## config.mk

```make
export PLATFORM = sky130hd
export DESIGN_NAME = ssd_scan_ctrl
export DESIGN_NICKNAME = d
export VERILOG_FILES = /design/src/rtl/ssd_pkg.sv /design/src/rtl/bin2bcd_seq.sv /design/src/rtl/ssd_scan_ctrl.sv
export SDC_FILE = /design/constraint.sdc
export NUM_CORES = 1
export LEC_CHECK = 0
export BUFFER_PORTS_ARGS = -buffer_cell sky130_fd_sc_hd__buf_2
export CAP_MARGIN = 30
export CELL_PAD_IN_SITES_DETAIL_PLACEMENT = 1
export CELL_PAD_IN_SITES_GLOBAL_PLACEMENT = 2
export CORE_MARGIN = 10
export CORE_UTILIZATION = 37
export CTS_CLUSTER_SIZE = 25
export DETAILED_ROUTE_END_ITERATION = 16
export PLACE_DENSITY = 0.86
export REMOVE_ABC_BUFFERS = 1
export SYNTH_ARGS = -nofsm -noshare
export SYNTH_HDL_FRONTEND = slang
export SYNTH_SLANG_ARGS = --single-unit
```

## constraint.sdc

```tcl
create_clock -name ClkPort -period 3 [get_ports ClkPort]
set_input_delay 0.3 -clock ClkPort [delete_from_list [all_inputs] [get_ports ClkPort]]
set_output_delay 0.3 -clock ClkPort [all_outputs]
set_load 0.01 [all_outputs]
```

## src/rtl/ssd_pkg.sv

```systemverilog
`default_nettype none
// ssd_pkg: segment ROM, special glyphs and mode encoding for ssd_scan_ctrl.
// Rev 1.0
package ssd_pkg;

  typedef enum logic {
    MODE_HEX = 1'b0,
    MODE_DEC = 1'b1
  } mode_e;

  localparam logic [7:0] SEG_DASH  = 8'b11111101;
  localparam logic [7:0] SEG_BLANK = 8'hFF;

  // Active-low {a,b,c,d,e,f,g,dp}; dp bit is 1 (off) in every entry.
  localparam logic [0:15][7:0] SEG_ROM = {
    8'b00000011, 8'b10011111, 8'b00100101, 8'b00001101,
    8'b10011001, 8'b01001001, 8'b01000001, 8'b00011111,
    8'b00000001, 8'b00001001, 8'b00010001, 8'b11000001,
    8'b01100011, 8'b10000101, 8'b01100001, 8'b01110001
  };

  function automatic logic [7:0] seg_encode(input logic [3:0] nib, input logic dp);
    logic [7:0] s;
    s = SEG_ROM[nib];
    return {s[7:1], ~dp};
  endfunction

endpackage
`default_nettype wire

```

## src/rtl/bin2bcd_seq.sv

```systemverilog
`default_nettype none
// bin2bcd_seq: iterative double-dabble, one input bit per cycle, restartable.
// Rev 1.0
module bin2bcd_seq
  import ssd_pkg::*;
#(
  parameter int DATA_W     = 32,
  parameter int NUM_DIGITS = 8
) (
  input  logic                    ClkPort,
  input  logic                    Reset,
  input  logic                    start,
  input  logic [DATA_W-1:0]       bin,
  output logic [4*NUM_DIGITS-1:0] bcd,
  output logic                    done,
  output logic                    ovf
);

  localparam int BCD_W = 4 * NUM_DIGITS;
  localparam int CW    = $clog2(DATA_W + 1);

  typedef enum logic [0:0] {
    S_IDLE = 1'b0,
    S_RUN  = 1'b1
  } state_e;

  state_e            state;
  logic [DATA_W-1:0] shreg;
  logic [CW-1:0]     cnt;
  logic [BCD_W:0]    step;

  // Top bit of the result is the bit pushed out of the most significant digit.
  function automatic logic [BCD_W:0] dabble(input logic [BCD_W-1:0] cur, input logic in_bit);
    logic [BCD_W-1:0] adj;
    adj = cur;
    for (int d = 0; d < NUM_DIGITS; d++) begin
      if (adj[4*d +: 4] >= 4'd5) adj[4*d +: 4] = adj[4*d +: 4] + 4'd3;
    end
    return {adj, in_bit};
  endfunction

  // The start edge already performs the first shift, so DATA_W edges finish the job.
  assign step = start ? dabble('0, bin[DATA_W-1]) : dabble(bcd, shreg[DATA_W-1]);

  always_ff @(posedge ClkPort) begin
    if (Reset) begin
      state <= S_IDLE;
      shreg <= '0;
      cnt   <= '0;
      bcd   <= '0;
      done  <= 1'b0;
      ovf   <= 1'b0;
    end else begin
      done <= 1'b0;
      if (start) begin
        state <= S_RUN;
        shreg <= bin << 1;
        cnt   <= CW'(1);
        bcd   <= step[BCD_W-1:0];
        ovf   <= step[BCD_W];
      end else if (state == S_RUN) begin
        shreg <= shreg << 1;
        bcd   <= step[BCD_W-1:0];
        ovf   <= ovf | step[BCD_W];
        cnt   <= cnt + 1'b1;
        if (cnt == CW'(DATA_W - 1)) begin
          state <= S_IDLE;
          done  <= 1'b1;
        end
      end
    end
  end

endmodule
`default_nettype wire

```

## src/rtl/ssd_scan_ctrl.sv

```systemverilog
`default_nettype none
// ssd_scan_ctrl: hex/decimal multiplexed seven-segment controller with blanking and guard.
// Rev 1.0
module ssd_scan_ctrl
  import ssd_pkg::*;
#(
  parameter int NUM_DIGITS = 8,
  parameter int DATA_W     = 32,
  parameter int SCAN_DIV   = 131072,
  parameter int GUARD_CYC  = 16
) (
  input  logic                  ClkPort,
  input  logic                  Reset,
  input  logic [DATA_W-1:0]     value,
  input  logic                  load,
  input  logic                  mode,
  input  logic [NUM_DIGITS-1:0] dp_mask,
  input  logic                  blank_lead,
  output logic [NUM_DIGITS-1:0] anodes,
  output logic [7:0]            cathodes,
  output logic                  busy,
  output logic                  overflow
);

  localparam int BCD_W = 4 * NUM_DIGITS;
  localparam int EXT_W = (DATA_W > BCD_W) ? DATA_W : BCD_W;
  localparam int PW    = $clog2(SCAN_DIV);
  localparam int IW    = (NUM_DIGITS > 1) ? $clog2(NUM_DIGITS) : 1;

  logic [PW-1:0]                 presc_r;
  logic [IW-1:0]                 idx_r;
  logic [NUM_DIGITS-1:0][3:0]    digits_r;
  logic [NUM_DIGITS-1:0]         dp_r;
  logic [NUM_DIGITS-1:0]         pend_dp_r;
  logic                          ovf_r;
  logic                          busy_r;

  logic                          dec_load;
  logic [EXT_W-1:0]              value_ext;
  logic                          hex_ovf;
  logic [BCD_W-1:0]              conv_bcd;
  logic                          conv_done;
  logic                          conv_ovf;
  logic                          guard;
  logic [NUM_DIGITS-1:0]         blank;
  logic [NUM_DIGITS-1:0]         an_next;
  logic [7:0]                    cat_next;

  assign dec_load  = load && (mode_e'(mode) == MODE_DEC);
  assign value_ext = EXT_W'(value);
  assign hex_ovf   = |(value_ext >> BCD_W);
  assign guard     = (presc_r < PW'(GUARD_CYC));
  assign busy      = busy_r;
  assign overflow  = ovf_r;

  bin2bcd_seq #(
    .DATA_W     (DATA_W),
    .NUM_DIGITS (NUM_DIGITS)
  ) u_bin2bcd (
    .ClkPort (ClkPort),
    .Reset   (Reset),
    .start   (dec_load),
    .bin     (value),
    .bcd     (conv_bcd),
    .done    (conv_done),
    .ovf     (conv_ovf)
  );

  // busy_r gates conv_done so a hex load that aborts a conversion cannot be overwritten later.
  always_ff @(posedge ClkPort) begin
    if (Reset) begin
      busy_r    <= 1'b0;
      digits_r  <= '0;
      dp_r      <= '0;
      pend_dp_r <= '0;
      ovf_r     <= 1'b0;
    end else if (load) begin
      if (dec_load) begin
        busy_r    <= 1'b1;
        pend_dp_r <= dp_mask;
      end else begin
        busy_r   <= 1'b0;
        digits_r <= value_ext[BCD_W-1:0];
        dp_r     <= dp_mask;
        ovf_r    <= hex_ovf;
      end
    end else if (conv_done && busy_r) begin
      busy_r   <= 1'b0;
      digits_r <= conv_bcd;
      dp_r     <= pend_dp_r;
      ovf_r    <= conv_ovf;
    end
  end

  always_comb begin
    logic zero_above;
    zero_above = 1'b1;
    blank      = '0;
    for (int i = NUM_DIGITS - 1; i >= 1; i--) begin
      zero_above = zero_above && (digits_r[i] == 4'd0);
      blank[i]   = zero_above && blank_lead && !ovf_r;
    end
  end

  always_comb begin
    an_next  = '1;
    cat_next = SEG_BLANK;
    if (!guard && !blank[idx_r]) begin
      an_next[idx_r] = 1'b0;
      cat_next       = ovf_r ? SEG_DASH : seg_encode(digits_r[idx_r], dp_r[idx_r]);
    end
  end

  always_ff @(posedge ClkPort) begin
    if (Reset) begin
      presc_r  <= '0;
      idx_r    <= '0;
      anodes   <= '1;
      cathodes <= SEG_BLANK;
    end else begin
      if (presc_r == PW'(SCAN_DIV - 1)) begin
        presc_r <= '0;
        idx_r   <= (idx_r == IW'(NUM_DIGITS - 1)) ? '0 : idx_r + 1'b1;
      end else begin
        presc_r <= presc_r + 1'b1;
      end
      anodes   <= an_next;
      cathodes <= cat_next;
    end
  end

endmodule
`default_nettype wire

```

Word level (Yosys, flattened, before mapping)
Memory sizes are Yosys's and may differ from the RTL's.
Cells that the tools add are included.
- magnitude comparators: 12
- bitwise operators: 6
- add/sub/neg operators: 11
- muxes and demuxes: 45
- reductions and logical operators: 43
- equal/unequal tests: 4
- operators with widths (operator ; number):
    $mux W32 ; 7
    $mux W8 ; 5
    $mux W4 ; 9
    $mux W33 ; 1
    $add A4 B2 Y4 const B ; 8
    $ge A4 B3 Y1 const B ; 8
    $logic_not A4 Y1 ; 7
    $logic_and A1 B1 Y1 ; 24
    $add A17 B1 Y17 const B ; 1
    $eq A17 B17 Y1 const B ; 1
    $lt A17 B5 Y1 const B ; 1
    $mux W1 ; 17
    $bmux W4 S3 ; 1
    $not A8 Y8 ; 1
    $add A6 B1 Y6 const B ; 1
    $bmux W1 S3 ; 2
    $eq A6 B5 Y1 const B ; 1
    $reduce_or A2 Y1 ; 3
    $reduce_or A3 Y1 ; 2
    $ge A5 B5 Y1 const B ; 1
    $not A4 Y5 ; 1
    $lt A3 B4 Y1 const B ; 1
    $reduce_and A2 Y1 ; 2
    $reduce_bool A2 Y1 ; 2
    other kinds (10) ; 14
- input port bits: 45
- memories kept: 1
- logic and storage cells: 146
- ROM bits: 128
- register bits: 158
- output and inout port bits: 18
- memory list (memory ; words ; bits a word ; read ports ; clocked after memory_dff ; wr ports ; RTL line ; text):
    (name not given) ; 16 ; 8 ; 1 ; 0 ; 0 ; ssd_pkg.sv:24 ; s = SEG_ROM[nib];

Logic depth before layout (Yosys ltp)
- depth after elaboration: 15
- depth in mapped cells: 10
- depth with buffers taken out: 8

Hierarchy
Synthesis repeated with hierarchy kept, for this count alone.
- cell total of the unflattened synthesis: 897
- area total of the unflattened synthesis: 7798.7 um2
- modules (own cells, without submodules) (module ; area each (um2) ; times used ; sequential area each (um2) ; cells each):
    ssd_scan_ctrl ; 4131.5 ; 1 ; 1721.7 ; 442
    bin2bcd_seq ; 3667.3 ; 1 ; 1441.4 ; 455

Worst setup path after synthesis
No wires, ideal clock.
- path kind: register to register
- start point: reg idx_r[1]
- end point: reg cathodes[4]
- setup time: 136 ps
- required time: 2864 ps
- arrival time: 2164 ps
- period minus slack after synthesis: 2299 ps
- stages on the path, launching flop included: 10
- path slack: 701 ps
- buffers on the path: 2
- cell sequence: dfxtp_1 -> buf_6 -> buf_2 -> mux4_2 -> mux2i_1 -> inv_1 -> ha_1 -> and2_4 -> a211oi_2 -> o21ai_1
- cells in the longest elaborated chain, start to end: 6
- elaborated cells between the ends (all ways): 12
- those cells by class: mux: 6; bitwise: 2; reduce/logical: 3; memory: 1
- RTL lines (item ; RTL line ; text):
    start: declaration ; ssd_scan_ctrl.sv:31 ; logic [IW-1:0] idx_r;
    start signal: assignment ; ssd_scan_ctrl.sv:123 ; idx_r <= (idx_r == IW'(NUM_DIGITS - 1)) ? '0 : idx_r + 1'b1;
    $bmux W4 S3 / $bmux W1 S3 (equally long branches) ; ssd_scan_ctrl.sv:110, ssd_scan_ctrl.sv:108 ;
    $mux W4 (not written as such) / $mux W1 (equally long branches) ; ssd_scan_ctrl.sv:110, ssd_scan_ctrl.sv:108 ;
    $not A4 Y5 (not written as such) / $logic_not A1 Y1 (equally long branches) ; ssd_pkg.sv:24, ssd_scan_ctrl.sv:108 ;
    $mem_v2 Z16 W8 / $logic_and A1 B1 Y1 (equally long branches) ; - ;
    $mux W8 (not written as such) / $not A1 Y1 (equally long branches) ; - ;
    $mux W8 (not written as such) / $reduce_or A3 Y1 (equally long branches) ; - ;
    end signal: assignment ; ssd_scan_ctrl.sv:128 ; cathodes <= cat_next;
    end: declaration ; ssd_scan_ctrl.sv:20 ; output logic [7:0] cathodes,
Several ways; a longest one is shown, not always the timed one. The select of a mux whose other input is x is not followed.
A chain may end at the register's enable or synchronous reset.

Final worst setup path
- start point: reg idx_r[2]
- end point: reg cathodes[4]
Same word-level chain as after synthesis.

==> impl_metrics.yaml <==
run:
  drv_cap: 0
yosys:
  ys_seq_elements: 158
  synth_edf_count: 0
  synth-adder-area-share: 0.04478
  synthArstFlopShare: 0
  ys.flop_type: "dfxtp_1"
  netlist-cell-type-count: 49
  synth-compound-area-share: 0.1539
  mappedNetlistArea_sq_um: 7545
  muxShareOfSynthArea: 0.1430
  synth_xor_area_frac: 0.03599
  synthCells: 837
  seq_area_frac_synth: 0.4192
  yosys_warnings: 0
  synth_top_family_by_area: "simple AND/OR/NAND/NOR gates"
  synth-simple-area-share: 0.1612
  synth_area_per_cell_sq_um: 9.014
setup_path:
  r2r_start: "idx_r[2]"
  endpoint_kind: "flop"
  arrival_ns: 2.85
  start_kind: "flop"
  worstSetupPathType: "flop to flop"
  cp-startpoint: "idx_r[2]"
  crit_fanout: 22
  required_ns: 3.28
finish:
  fin_area_sq_um: 8753
  n_antenna_cell: 0
  areaGrowthSynthToFinish_pct: 16.02
  final_cells: 1161
  drive_above_1_share: 0.1459
  nets: 950
place:
  post_dp_cell_area_sq_um: 8113
  finalWeightedCongestion: 0.8419
  dp_cells: 1129
  port_buffers: 62
  dp_hpwl_mm: 14.13
clock_tree:
  post_cts_buffers: 0
  ctsHtreeMaxLevel: 4
  clkTransAtPathRegs_ns: 0.06
  cts_tree: "done"
  clk_path_buf_depth: 2
  ctsResizeCount: 0
  cts_hold_buf: 0
  clock_latency_ns: 0.42
  cts.sinks: 158
  clock_tree.root_cell: "clkbuf_16"
  numCtsBuffers: 17
floorplan:
  start_util: 0.3741
  io_pins: 63
  core_sq_um: 20170
  die_area_sq_um: 26500
  die-height_microns: 162.8
  rows: 52
  die_w_microns: 162.8
drt:
  post_drt_wl_per_cell_microns: 17.43
  via_per_inst: 5.302
  drtAntennaViolNets: 0
  drt-total-wl_mm: 20.23
  drc: 0
  first_pass_iters: 4
  vias: 6156
  drtIter0Drc: 252
hold_path:
  hp-class: "input port to flop"
  hp-start: "dp_mask[1]"
sta:
  tightest_slew_ns: 0.8355
  final_max_slew_viol_count: 0
  finalCritPeriodShare: 0.8572
  setup_viol: 0
  fmax_mhz: 388.9
  slew_headroom: 0.4423
  finalClockSkew_ns: 0.008099
  rsz0062_at_grt: "no"
  hold_viol_final: 0
  min_period_ns: 2.572
power:
  leakage_nw: 3.288
  ir_drop_mv: 0.3639
  pwr_density_cell_nw_per_um2: 577.2
  power_mw: 5.052
global_route:
  grt_overflow_total: 0
  grt_max_degree: 60
  grt_pass1_vias: 6437
  grt_usage: 0.1586
  antenna_found_initial: 0
  grt_pass1_wl_mm: 34.29
status:
  status: "finished clean"
cell families (layout without fill, tap and decap cells):
logic type               count (synthesis)  after routing
multiplexers                            98             98
AO/OA/AOI/OAI                          173            173
flip-flops                             158            158
AND/OR/NAND/NOR                        270            270
adder cells (fa/ha/maj)                 27             27
buffers and inverters                   80            134
XOR/XNOR                                31             31
critical path, stage by stage, from the launching register on:
cell and delay [ns]:
dfxtp_1 0.87, nor2_1 0.11, a221oi_1 0.28, o21a_1 0.30, inv_1 0.13, ha_1 0.27, and2_4 0.15, a211oi_2 0.21
o21ai_1 0.11
flip-flops by register name (all words and copies together) (netlist names), 3 cells and up:
name,cells
cathodes,8
anodes,8
dp_r,8
u_bin2bcd.shreg,31
presc_r,17
digits_r,32
pend_dp_r,8
u_bin2bcd.bcd,32
u_bin2bcd.cnt,6
idx_r,3
synthesized netlist by cell type (3+ instances only):
cell type	number	share of area
mux2i_1	86	0.11
ha_1	27	0.045
o21ai_0	23	0.015
inv_1	24	0.012
nand2_1	71	0.035
and3_1	4	0.0033
xor2_1	10	0.012
buf_1	5	0.0025
or3_1	3	0.0025
nor2_1	112	0.056
o211ai_1	12	0.012
mux4_2	6	0.018
xnor2_1	21	0.024
nand3_1	27	0.018
mux2_2	4	0.0060
clkbuf_1	43	0.021
nor4_1	11	0.0091
nand3b_1	5	0.0050
nand4_1	9	0.0075
nor3_1	4	0.0027
dfxtp_1	158	0.42
nand2b_1	11	0.0091
buf_2	7	0.0046
a21oi_1	42	0.028
a211oi_1	72	0.072
a21o_1	8	0.0080
through the flow:
step                      hold slack (ns)  TNS [ns]    util  setup slack [ns]
after floorplan                    0.3691    -24.10       -           -0.5041
after global placement             0.4301         0  0.4022            0.6346
after detailed placement           0.4456         0  0.4022            0.4765
after CTS                          0.1090         0  0.4340            0.3876
after global routing               0.1207         0  0.4340            0.1810
final                              0.1230         0  0.4340            0.4284
cell usage in the layout, fill, tap and decap left out, types with 5 or more instances in the layout:
master / instances
buf_4: 15
a211oi_1: 72
xor2_1: 10
nor4_1: 11
ha_1: 27
nor2_1: 111
buf_2: 62
inv_1: 24
o211ai_1: 12
clkbuf_16: 17
nand2_1: 70
xnor2_1: 21
mux4_2: 6
nand4_1: 9
nand3b_1: 5
mux2i_1: 86
a21o_1: 8
nand3_1: 27
a21oi_1: 42
nand2b_1: 11
dfxtp_1: 157
o21ai_0: 23
final timing paths:
| check | end | slack [ns] | depth (start not counted) |
|---|---|---|---|
| hold reg to reg | pend_dp_r[1] | 0.46 | 2 |
| hold / removal | pend_dp_r[1] | 0.12 | 3 |
| setup reg to reg | cathodes[4] | 0.43 | 8 |
| setup / recovery | cathodes[4] | 0.43 | 8 |
report_power, final:
group	total, mW	leakage, nW	switching, mW	internal [mW]
clock	2.36	0.307	0.911	1.45
combinational	0.432	1.69	0.253	0.179
sequential	2.26	1.29	0.0786	2.18
final cells by class:
class,count,area [sq um]
clock buffer,20,456.7
clock inverter,12,183.9
fill,2372,11420
inverter,24,90.09
multi-input combinational,599,4075
sequential,158,3167
tap,270,337.8
timing repair buffer,78,442.9
routing by layer:
metal / routed length, microns / share of wire / GRT usage / vias to the layer above
met1: 9417 / 0.47 / 0.1998 / 2974
met2: 9678 / 0.48 / 0.2646 / 106
met5: 0 / 0 / 0 / -
met4: 247 / 0.012 / 0.04303 / 0
met3: 887 / 0.044 / 0.03817 / 14
li1: - / - / - / 3062
Power figures use the tool's default switching activity.
